==> config.mk <==
export PLATFORM = sky130hd
export DESIGN_NAME = round_timer_ctrl
export DESIGN_NICKNAME = d
export VERILOG_FILES = /design/src/rtl/round_timer_ctrl.sv
export SDC_FILE = /design/constraint.sdc
export NUM_CORES = 1
export LEC_CHECK = 0
export BUFFER_PORTS_ARGS = -buffer_cell sky130_fd_sc_hd__buf_4
export CAP_MARGIN = 10
export CORE_MARGIN = 4
export CORE_UTILIZATION = 45
export CTS_CLUSTER_SIZE = 40
export DETAILED_ROUTE_END_ITERATION = 8
export HOLD_SLACK_MARGIN = 0.03
export SLEW_MARGIN = 40
export SYNTH_ARGS = -nofsm -noshare
export SYNTH_HDL_FRONTEND = slang
export SYNTH_SLANG_ARGS = --single-unit
export TNS_END_PERCENT = 20
==> constraint.sdc <==
create_clock -name clk -period 6.6 [get_ports clk]
set_input_delay 0.33 -clock clk [delete_from_list [all_inputs] [get_ports clk]]
set_output_delay 0.33 -clock clk [all_outputs]
set_load 0.1 [all_outputs]
==> src/rtl/round_timer_ctrl.sv <==
// Game round sequencer: phase code, per-round seconds countdown, answer scoring and round stepping.
// Optional pause input and paused phase code (1101) are enabled by defining ROUND_PAUSE_EN.
module round_timer_ctrl #(
  parameter int TICK_DIV     = 50_000_000,
  parameter int COUNT_START  = 10,
  parameter int NUM_ROUNDS   = 5,
  parameter int RESULT_TICKS = 2,
  parameter int SCORE_W      = 8
) (
  input  logic               clk,
  input  logic               rst_n,
  input  logic               start_i,
  input  logic               answer_valid_i,
  input  logic               answer_correct_i,
`ifdef ROUND_PAUSE_EN
  input  logic               pause_i,
`endif
  output logic [3:0]         state_code_o,
  output logic [3:0]         digit_o,
  output logic [3:0]         round_o,
  output logic [SCORE_W-1:0] score_o,
  output logic               timeout_o,
  output logic               game_over_o
);

  localparam int TW = (TICK_DIV > 1) ? $clog2(TICK_DIV) : 1;
  localparam int RW = (RESULT_TICKS > 1) ? $clog2(RESULT_TICKS) : 1;
  localparam int SW = (SCORE_W > 4) ? SCORE_W : 4;
  localparam logic [TW-1:0] TICK_MAX = TW'(TICK_DIV - 1);
  localparam logic [RW-1:0] RES_MAX  = RW'(RESULT_TICKS - 1);
  localparam logic [SW:0]   SCORE_MAX = (SW+1)'({SCORE_W{1'b1}});

  typedef enum logic [2:0] {S_IDLE, S_ARM, S_COUNT, S_RESULT, S_DONE} state_e;

  state_e               state_q, state_d;
  logic [TW-1:0]        tick_cnt_q, tick_cnt_d;
  logic [RW-1:0]        res_cnt_q, res_cnt_d;
  logic [3:0]           digit_q, digit_d;
  logic [3:0]           round_q, round_d;
  logic [SCORE_W-1:0]   score_q, score_d;
  logic                 timeout_q, timeout_d;
  logic                 game_over_q, game_over_d;
  logic [3:0]           code_q, code_d;
  logic                 paused;
  logic                 tick;
  logic [SW:0]          sum;

`ifdef ROUND_PAUSE_EN
  assign paused = pause_i && (state_q == S_COUNT);
`else
  assign paused = 1'b0;
`endif

  assign tick = (((state_q == S_COUNT) && !paused) || (state_q == S_RESULT))
                && (tick_cnt_q == TICK_MAX);
  // Widened so a narrow score can still absorb a full 4-bit digit before saturating.
  assign sum  = (SW+1)'(score_q) + (SW+1)'(digit_q);

  always_comb begin
    state_d    = state_q;
    tick_cnt_d = '0;
    res_cnt_d  = res_cnt_q;
    digit_d    = digit_q;
    round_d    = round_q;
    score_d    = score_q;
    timeout_d  = 1'b0;
    case (state_q)
      S_IDLE, S_DONE: begin
        if (start_i) begin
          state_d = S_ARM;
          score_d = '0;
          round_d = 4'd1;
        end
      end
      S_ARM: begin
        digit_d = 4'(COUNT_START);
        state_d = S_COUNT;
      end
      S_COUNT: begin
        if (paused) begin
          tick_cnt_d = tick_cnt_q;
        end else begin
          tick_cnt_d = tick ? '0 : tick_cnt_q + TW'(1);
          // An answer beats a same-cycle expiry and scores the pre-decrement digit.
          if (answer_valid_i) begin
            state_d    = S_RESULT;
            tick_cnt_d = '0;
            res_cnt_d  = '0;
            if (answer_correct_i)
              score_d = (sum > SCORE_MAX) ? '1 : sum[SCORE_W-1:0];
          end else if (tick) begin
            if (digit_q == 4'd0) begin
              timeout_d  = 1'b1;
              state_d    = S_RESULT;
              tick_cnt_d = '0;
              res_cnt_d  = '0;
            end else begin
              digit_d = digit_q - 4'd1;
            end
          end
        end
      end
      S_RESULT: begin
        tick_cnt_d = tick ? '0 : tick_cnt_q + TW'(1);
        if (tick) begin
          if (res_cnt_q == RES_MAX) begin
            if (round_q == 4'(NUM_ROUNDS)) begin
              state_d = S_DONE;
            end else begin
              round_d = round_q + 4'd1;
              state_d = S_ARM;
            end
          end else begin
            res_cnt_d = res_cnt_q + RW'(1);
          end
        end
      end
      default: state_d = S_IDLE;
    endcase
  end

  always_comb begin
    code_d      = 4'b0000;
    game_over_d = (state_d == S_DONE);
    case (state_d)
      S_ARM:    code_d = 4'b1010;
`ifdef ROUND_PAUSE_EN
      S_COUNT:  code_d = pause_i ? 4'b1101 : 4'b1011;
`else
      S_COUNT:  code_d = 4'b1011;
`endif
      S_RESULT: code_d = 4'b1100;
      S_DONE:   code_d = 4'b1111;
      default:  code_d = 4'b0000;
    endcase
  end

  always_ff @(posedge clk or negedge rst_n) begin
    if (!rst_n) begin
      state_q     <= S_IDLE;
      tick_cnt_q  <= '0;
      res_cnt_q   <= '0;
      digit_q     <= '0;
      round_q     <= '0;
      score_q     <= '0;
      timeout_q   <= 1'b0;
      game_over_q <= 1'b0;
      code_q      <= 4'b0000;
    end else begin
      state_q     <= state_d;
      tick_cnt_q  <= tick_cnt_d;
      res_cnt_q   <= res_cnt_d;
      digit_q     <= digit_d;
      round_q     <= round_d;
      score_q     <= score_d;
      timeout_q   <= timeout_d;
      game_over_q <= game_over_d;
      code_q      <= code_d;
    end
  end

  assign state_code_o = code_q;
  assign digit_o      = digit_q;
  assign round_o      = round_q;
  assign score_o      = score_q;
  assign timeout_o    = timeout_q;
  assign game_over_o  = game_over_q;

endmodule

==> results of run 1 <==
sequential cells by signal, summed over array words and instances (netlist names):
signal / flops
res_cnt_q: 1
state_code_o: 4
state_q: 3
digit_o: 4
tick_cnt_q: 26
score_o: 8
game_over_o: 1
timeout_o: 1
round_o: 4
synth_stat cells, types with 2 or more instances:
master and number:
dfrtp_1 52, nor2_1 34, nand2_1 19, nand3_1 19
o21ai_0 18, xnor2_1 14, xor2_1 13, a21oi_1 12
inv_1 10, ha_1 9, nor3_1 7, and3_1 6
or3_1 6, a21o_1 5, nand4_1 5, nand2b_1 4
nor2b_1 4, nor4_1 4, o211ai_1 4, and2_1 2
buf_2 2, mux2i_1 2, nand3b_1 2, nor3b_1 2
worst max-delay path: cells and delay by family (launching register included):
| kind | cells | cell delay [ns] |
|---|---|---|
| flops | 1 | 0.45 |
| compound gates | 2 | 0.55 |
| simple gates | 4 | 1.28 |
cell usage in the layout, fill, tap and decap left out, types with 2 or more instances in the layout:
master and count:
o21ai_0 18, a21oi_1 12, and3_1 6, nor3b_1 2, mux2i_1 2, nor4_2 3
nand3_1 19, xnor2_1 14, and2_1 2, nand4_1 5, ha_1 9, nor4_1 2
or3_1 6, xor2_1 13, buf_4 26, clkbuf_8 5, a21o_1 5, nor2_1 34
inv_1 10, nor3_1 7, nand2_1 18, nand3b_1 2, dfrtp_1 52, nand2b_1 4
o211ai_1 4, nor2b_1 4
kinds of logic (layout without fill, tap and decap cells):
family	after synthesis	after routing	synth area share, %
and+or+nand+nor	123	123	23.53
DFF	52	52	47.88
AOI/OAI and AO/OA	49	49	11.97
xor gates and xnor gates	27	27	8.702
buffers and inverters	14	43	2.302
adders and majority gates	10	10	4.880
muxes	2	2	0.7367
how the worst max path moves through the flow:
stage / end / slack, ns / depth (start not counted)
6_report: round_o[1] / 4.22 / 6
3_5_place_dp: state_code_o[1] / 3.94 / 6
2_1_floorplan: state_code_o[1] / 3.76 / 8
4_1_cts: state_code_o[1] / 3.94 / 6
3_3_place_gp: state_code_o[1] / 4.01 / 6
5_1_grt: state_code_o[1] / 3.97 / 6
per-stage QoR:
step | setup WS [ns] | hold slack (ns) | power (uW) | cells | cell area, sq um
4_1_cts | 3.940 | 0.06809 | 1077 | 381 | 3062
2_1_floorplan | 3.761 | 0.03441 | 800.8 | 277 | 2718
3_5_place_dp | 3.944 | 0.4079 | 903.7 | 374 | 2984
3_3_place_gp | 4.015 | 0.4051 | 901.8 | 374 | 2982
6_report | 4.224 | 0.04623 | 1064 | 381 | 3074
5_1_grt | 3.969 | 0.09536 | 1129 | 381 | 3074
metal layers:
layer	up-vias	wire (um)	track usage, %
li1	1028	-	-
met1	954	2510	21.36
met2	32	2547	25.28
met3	9	207	3.266
met4	0	89	5.036
met5	-	0	0
power by group through the flow:
stage	logic (uW)	registers [uW]	clock network [uW]
floorplan	156	644	0
global placement	466	436	0
detailed placement	466	437	0
CTS	468	432	178
global route	499	441	188
finish	464	431	170
cell type report:
| type | instances | area share (%) |
|---|---|---|
| inverters | 10 | 1.221 |
| repair buffers | 26 | 6.349 |
| clock buffers | 6 | 2.361 |
| clock inverters | 1 | 0.1628 |
| multi-input cells | 211 | 44.53 |
| well taps | 75 | 3.053 |
| flip-flops and latches | 52 | 42.33 |
==> impl_metrics.ini, run 1 <==
[sta]
tns_ns = 0
max_slew_margin_pct = 50.74
rsz0062_at_grt = no
skew_ns = 0.01201
setup_violations = 0
timing.final.crit_share_pct = 36.01
fin_crit_ns = 2.376
worstMarginPinSlew_ns = 0.7333
drv_slew = 0
max_freq_mhz = 420.8
finalHoldViolations = 0

[die]
start_util_pct = 46.17
core_area_sq_um = 5886
die_h_um = 85.71
num_io_pins = 27
num_rows = 28
die_width_um = 85.71
die_area_sq_um = 7346

[flow_run]
drv_cap = 0

[finish]
finish.utilization_pct = 52.23
multiInputGateArea_sq_um = 1369
area_delta_synth_final_pct = 13.12
fillers = 570
drive_gt1_share_pct = 13.73
num_antenna_cells = 0
num-nets-final = 321
seqCellArea_sq_um = 1301

[clock_network]
cts-htree-levels = 2
clock-sinks = 52
cts_tree = done
postCtsSetupRepairBufs = 0
clock_latency_ns = 0.30
cts_repair_resize_count = 0
cts.clk_slew.worst_paths_ns = 0.09
cts_buffer_depth = 2
cts_hold_buf = 0
root_buffer = clkbuf_8
cts_buffers = 5

[route]
wl_per_cell_um = 14.05
drt_drc_violations_left = 0
drtIter0Drc = 112
avgViaCountPerCell = 5.310
detail_route.first_pass.iterations = 4
vias = 2023
wl_um = 5354
postRouteAntennaNets = 0

[worst_setup_path]
crit_path_start = tick_cnt_q[20]
crit_slowest_cell = or4_4
endpoint_kind = flip-flop
reg2reg_setup_slack_ns = 4.22
required_ns = 6.78
slowest_delay_ns = 0.58
path_class = reg2reg
r2r-end = round_o[1]
path_cells = nand4_2, or4_4, or2_0, a211oi_4, nand2b_1, o2bb2ai_1
start_kind = flip-flop
reg2reg_depth = 6
cp.arrival_ns = 2.56
cp_max_fo = 6
reg2reg_from = tick_cnt_q[20]

[placement]
gp_congestion = 0.7751
hpwl_um = 3847
port_buffers = 26

[power]
intPower_uw = 569.6
power_density_nw_per_um2 = 346.2
swShare_pct = 46.48
p_leak_uw = 0.001381
peakVddDrop_mv = 0.2964
p_clk_share_pct = 15.9
power_frac_seq_pct = 40.5
switching_power_uw = 494.6
p_comb_share_pct = 43.6

[min_path]
hp-class = in2async

[global_route]
grt_pass1_vias = 1972
grt_max_degree = 53
grt-ovfl-total = 0
grt_antenna_before_repair = 0
globalRouteTotalUtil_pct = 15.73
grt_pass1_wl_um = 9280

[logic_synthesis]
synth-warning-count = 0
synth_seq_cells = 52
synth_top_area_share_pct = 47.88
yosysSeqAreaShare_pct = 47.88
synth-edff-count = 0
syn_area_per_cell_sq_um = 9.811
netlist_instances = 277
synthTopCellsByArea = dfrtp_1, nor2_1, xnor2_1, xor2_1, ha_1
synth-async-reset-ratio_pct = 100.0
synth.largest_area_cell = dfrtp_1
syn-num-nets = 292
synth-main-ff-cell = dfrtp_1
ys_types = 46
synth_area_sq_um = 2718

[run_status]
status = finished, final reports clean
Power figures use the tool's default switching activity.
==> inputs of run 2 (changes only) <==
Settings changed: PLACE_DENSITY from default to 0.66.
Clock period 6.6 ns to 2.05 ns, I/O delays scaled along.
==> impl_metrics.ini, run 2 (synthesis gave the netlist of run 1 again) <==
[die]
die_area_sq_um = 7346
start_util_pct = 46.17
num_rows = 28
die_h_um = 85.71
core_area_sq_um = 5886
num_io_pins = 27
die_width_um = 85.71

[clock_network]
cts_tree = done
root_buffer = clkbuf_8
cts.clk_slew.worst_paths_ns = 0.09
clock_latency_ns = 0.31
cts-htree-levels = 2
cts_buffers = 5
clock-sinks = 52
cts_buffer_depth = 2

[finish]
drive_gt1_share_pct = 37.77
layout_commonest_cell = buf_4
final_cells = 443
fin_area_sq_um = 3754
largest_register = tick_cnt_q
fillers = 476
num_antenna_cells = 0
largest_reg_flops = 26
final_cell_mix = buf_4, dfrtp_1, nor2_1, nand2_1, nand3_1
area_delta_synth_final_pct = 38.12
num-nets-final = 382

[placement]
place_ws_ns = -0.1632
port_buffers = 26
gp_congestion = 0.7971
dp.cells = 422
dpl-instance-area_sq_um = 3400
hpwl_um = 4131

[route]
detail_route.first_pass.iterations = 4
drt_drc_violations_left = 0
drtIter0Drc = 98
wl_per_cell_um = 13.62
avgViaCountPerCell = 5.194
vias = 2301
postRouteAntennaNets = 0
wl_um = 6032

[worst_setup_path]
crit_slowest_cell = dfrtp_4
path_class = reg2reg
required_ns = 2.25
path_cells = buf_6, inv_4, ha_4, nor3b_4, or3_1, a21oi_2, a211oi_4, or3_4, a21boi_2
critPathBufInv = 2
cp.arrival_ns = 2.32
cp_max_fo = 5
endpoint_kind = flip-flop
critPathTopFamily = simple AND/OR/NAND/NOR gates
start_kind = flip-flop
slowest_delay_ns = 0.45

[sta]
setup_violations = 1
timing.final.ws_setup_ns = -0.06739
max_slew_margin_pct = 56.59
worstMarginPinSlew_ns = 0.6511
skew_ns = 0.01095
holdWs_ns = 0.1885
rsz0062_at_grt = yes
drv_slew = 0
finalHoldViolations = 0
fin_crit_ns = 2.117
max_freq_mhz = 472.3
timing.final.crit_share_pct = 103.3

[power]
swShare_pct = 43.90
peakVddDrop_mv = 0.9100
p_clk_share_pct = 18.3
intPower_uw = 2241
power_frac_seq_pct = 34.4
p_total_uw = 3995
p_leak_uw = 0.001717
power_density_nw_per_um2 = 1064
p_comb_share_pct = 47.4
switching_power_uw = 1754

[global_route]
globalRouteTotalUtil_pct = 16.42
grt-ovfl-total = 0
grt_max_degree = 53
grt_pass1_wl_um = 9646
grt_pass1_vias = 2192
grt_antenna_before_repair = 0

[run_status]
violations = negative setup slack
status = complete, but fails checks

[min_path]
hp-class = in2reg

[flow_run]
drv_cap = 0
-- run 2: final timing paths --
| path | cells after the start | from | end | slack, ns |
|---|---|---|---|---|
| max | 9 | digit_o[0] | state_code_o[1] | -0.07 |
| min | 3 | start_i | game_over_o | 0.19 |
| max reg2reg | 9 | digit_o[0] | state_code_o[1] | -0.07 |
| min reg2reg | 2 | score_o[2] | score_o[2] | 0.54 |
| max in group asynchronous | 2 | rst_n | round_o[0] | 1.18 |
| min in group asynchronous | 2 | rst_n | score_o[4] | 0.35 |
-- run 2: area by class of cell --
cell class	instances	area [sq um]	area share, %
Clock buffer	5	68.82	1.833
Multi-Input combinational cell	211	1486	39.60
Inverter	10	42.54	1.133
Sequential cell	52	1326	35.33
Tap cell	75	93.84	2.500
Clock inverter	3	46.29	1.233
Timing Repair Buffer	87	689.4	18.37
-- run 2: worst min-delay path, delay by kind of cell --
kind            cells  cell delay [ns]
simple gates        1             0.17
compound gates      1             0.10
buf+inv             1             0.09
-- run 2: power by group through the flow --
stage | Clock [uW] | Sequential (uW) | Combinational (uW)
global route | 787 | 1400 | 2030
global placement | 0 | 1380 | 1740
finish | 729 | 1370 | 1890
floorplan | 0 | 2110 | 518
detailed placement | 0 | 1390 | 1760
CTS | 751 | 1370 | 1790
-- run 2: per-stage QoR --
| step | utilization [%] | TNS [ns] |
|---|---|---|
| 3_3_place_gp | 57.76 | -0.1126 |
| 2_1_floorplan | - | -1.086 |
| 5_1_grt | 63.78 | -0.6196 |
| 6_report | 63.78 | -0.06739 |
| 4_1_cts | 61.01 | -0.02723 |
| 3_5_place_dp | 57.76 | -0.5079 |
-- run 2: routing by layer --
metal | vias up | wire [um] | GRT usage, %
met5 | - | 0 | 0
met4 | 0 | 91 | 5.180
met1 | 1106 | 2688 | 20.23
met2 | 39 | 3016 | 28.53
met3 | 8 | 235 | 3.746
li1 | 1148 | - | -
-- run 2: what timing repair did --
action,4_1_cts,5_1_grt
cloned,0,1
endpoints found under the hold margin,52,0
setup buffers,4,7
hold buffers,1,0
gates resized for setup,9,30
setup endpoints to repair,7,42
pin swaps,7,13
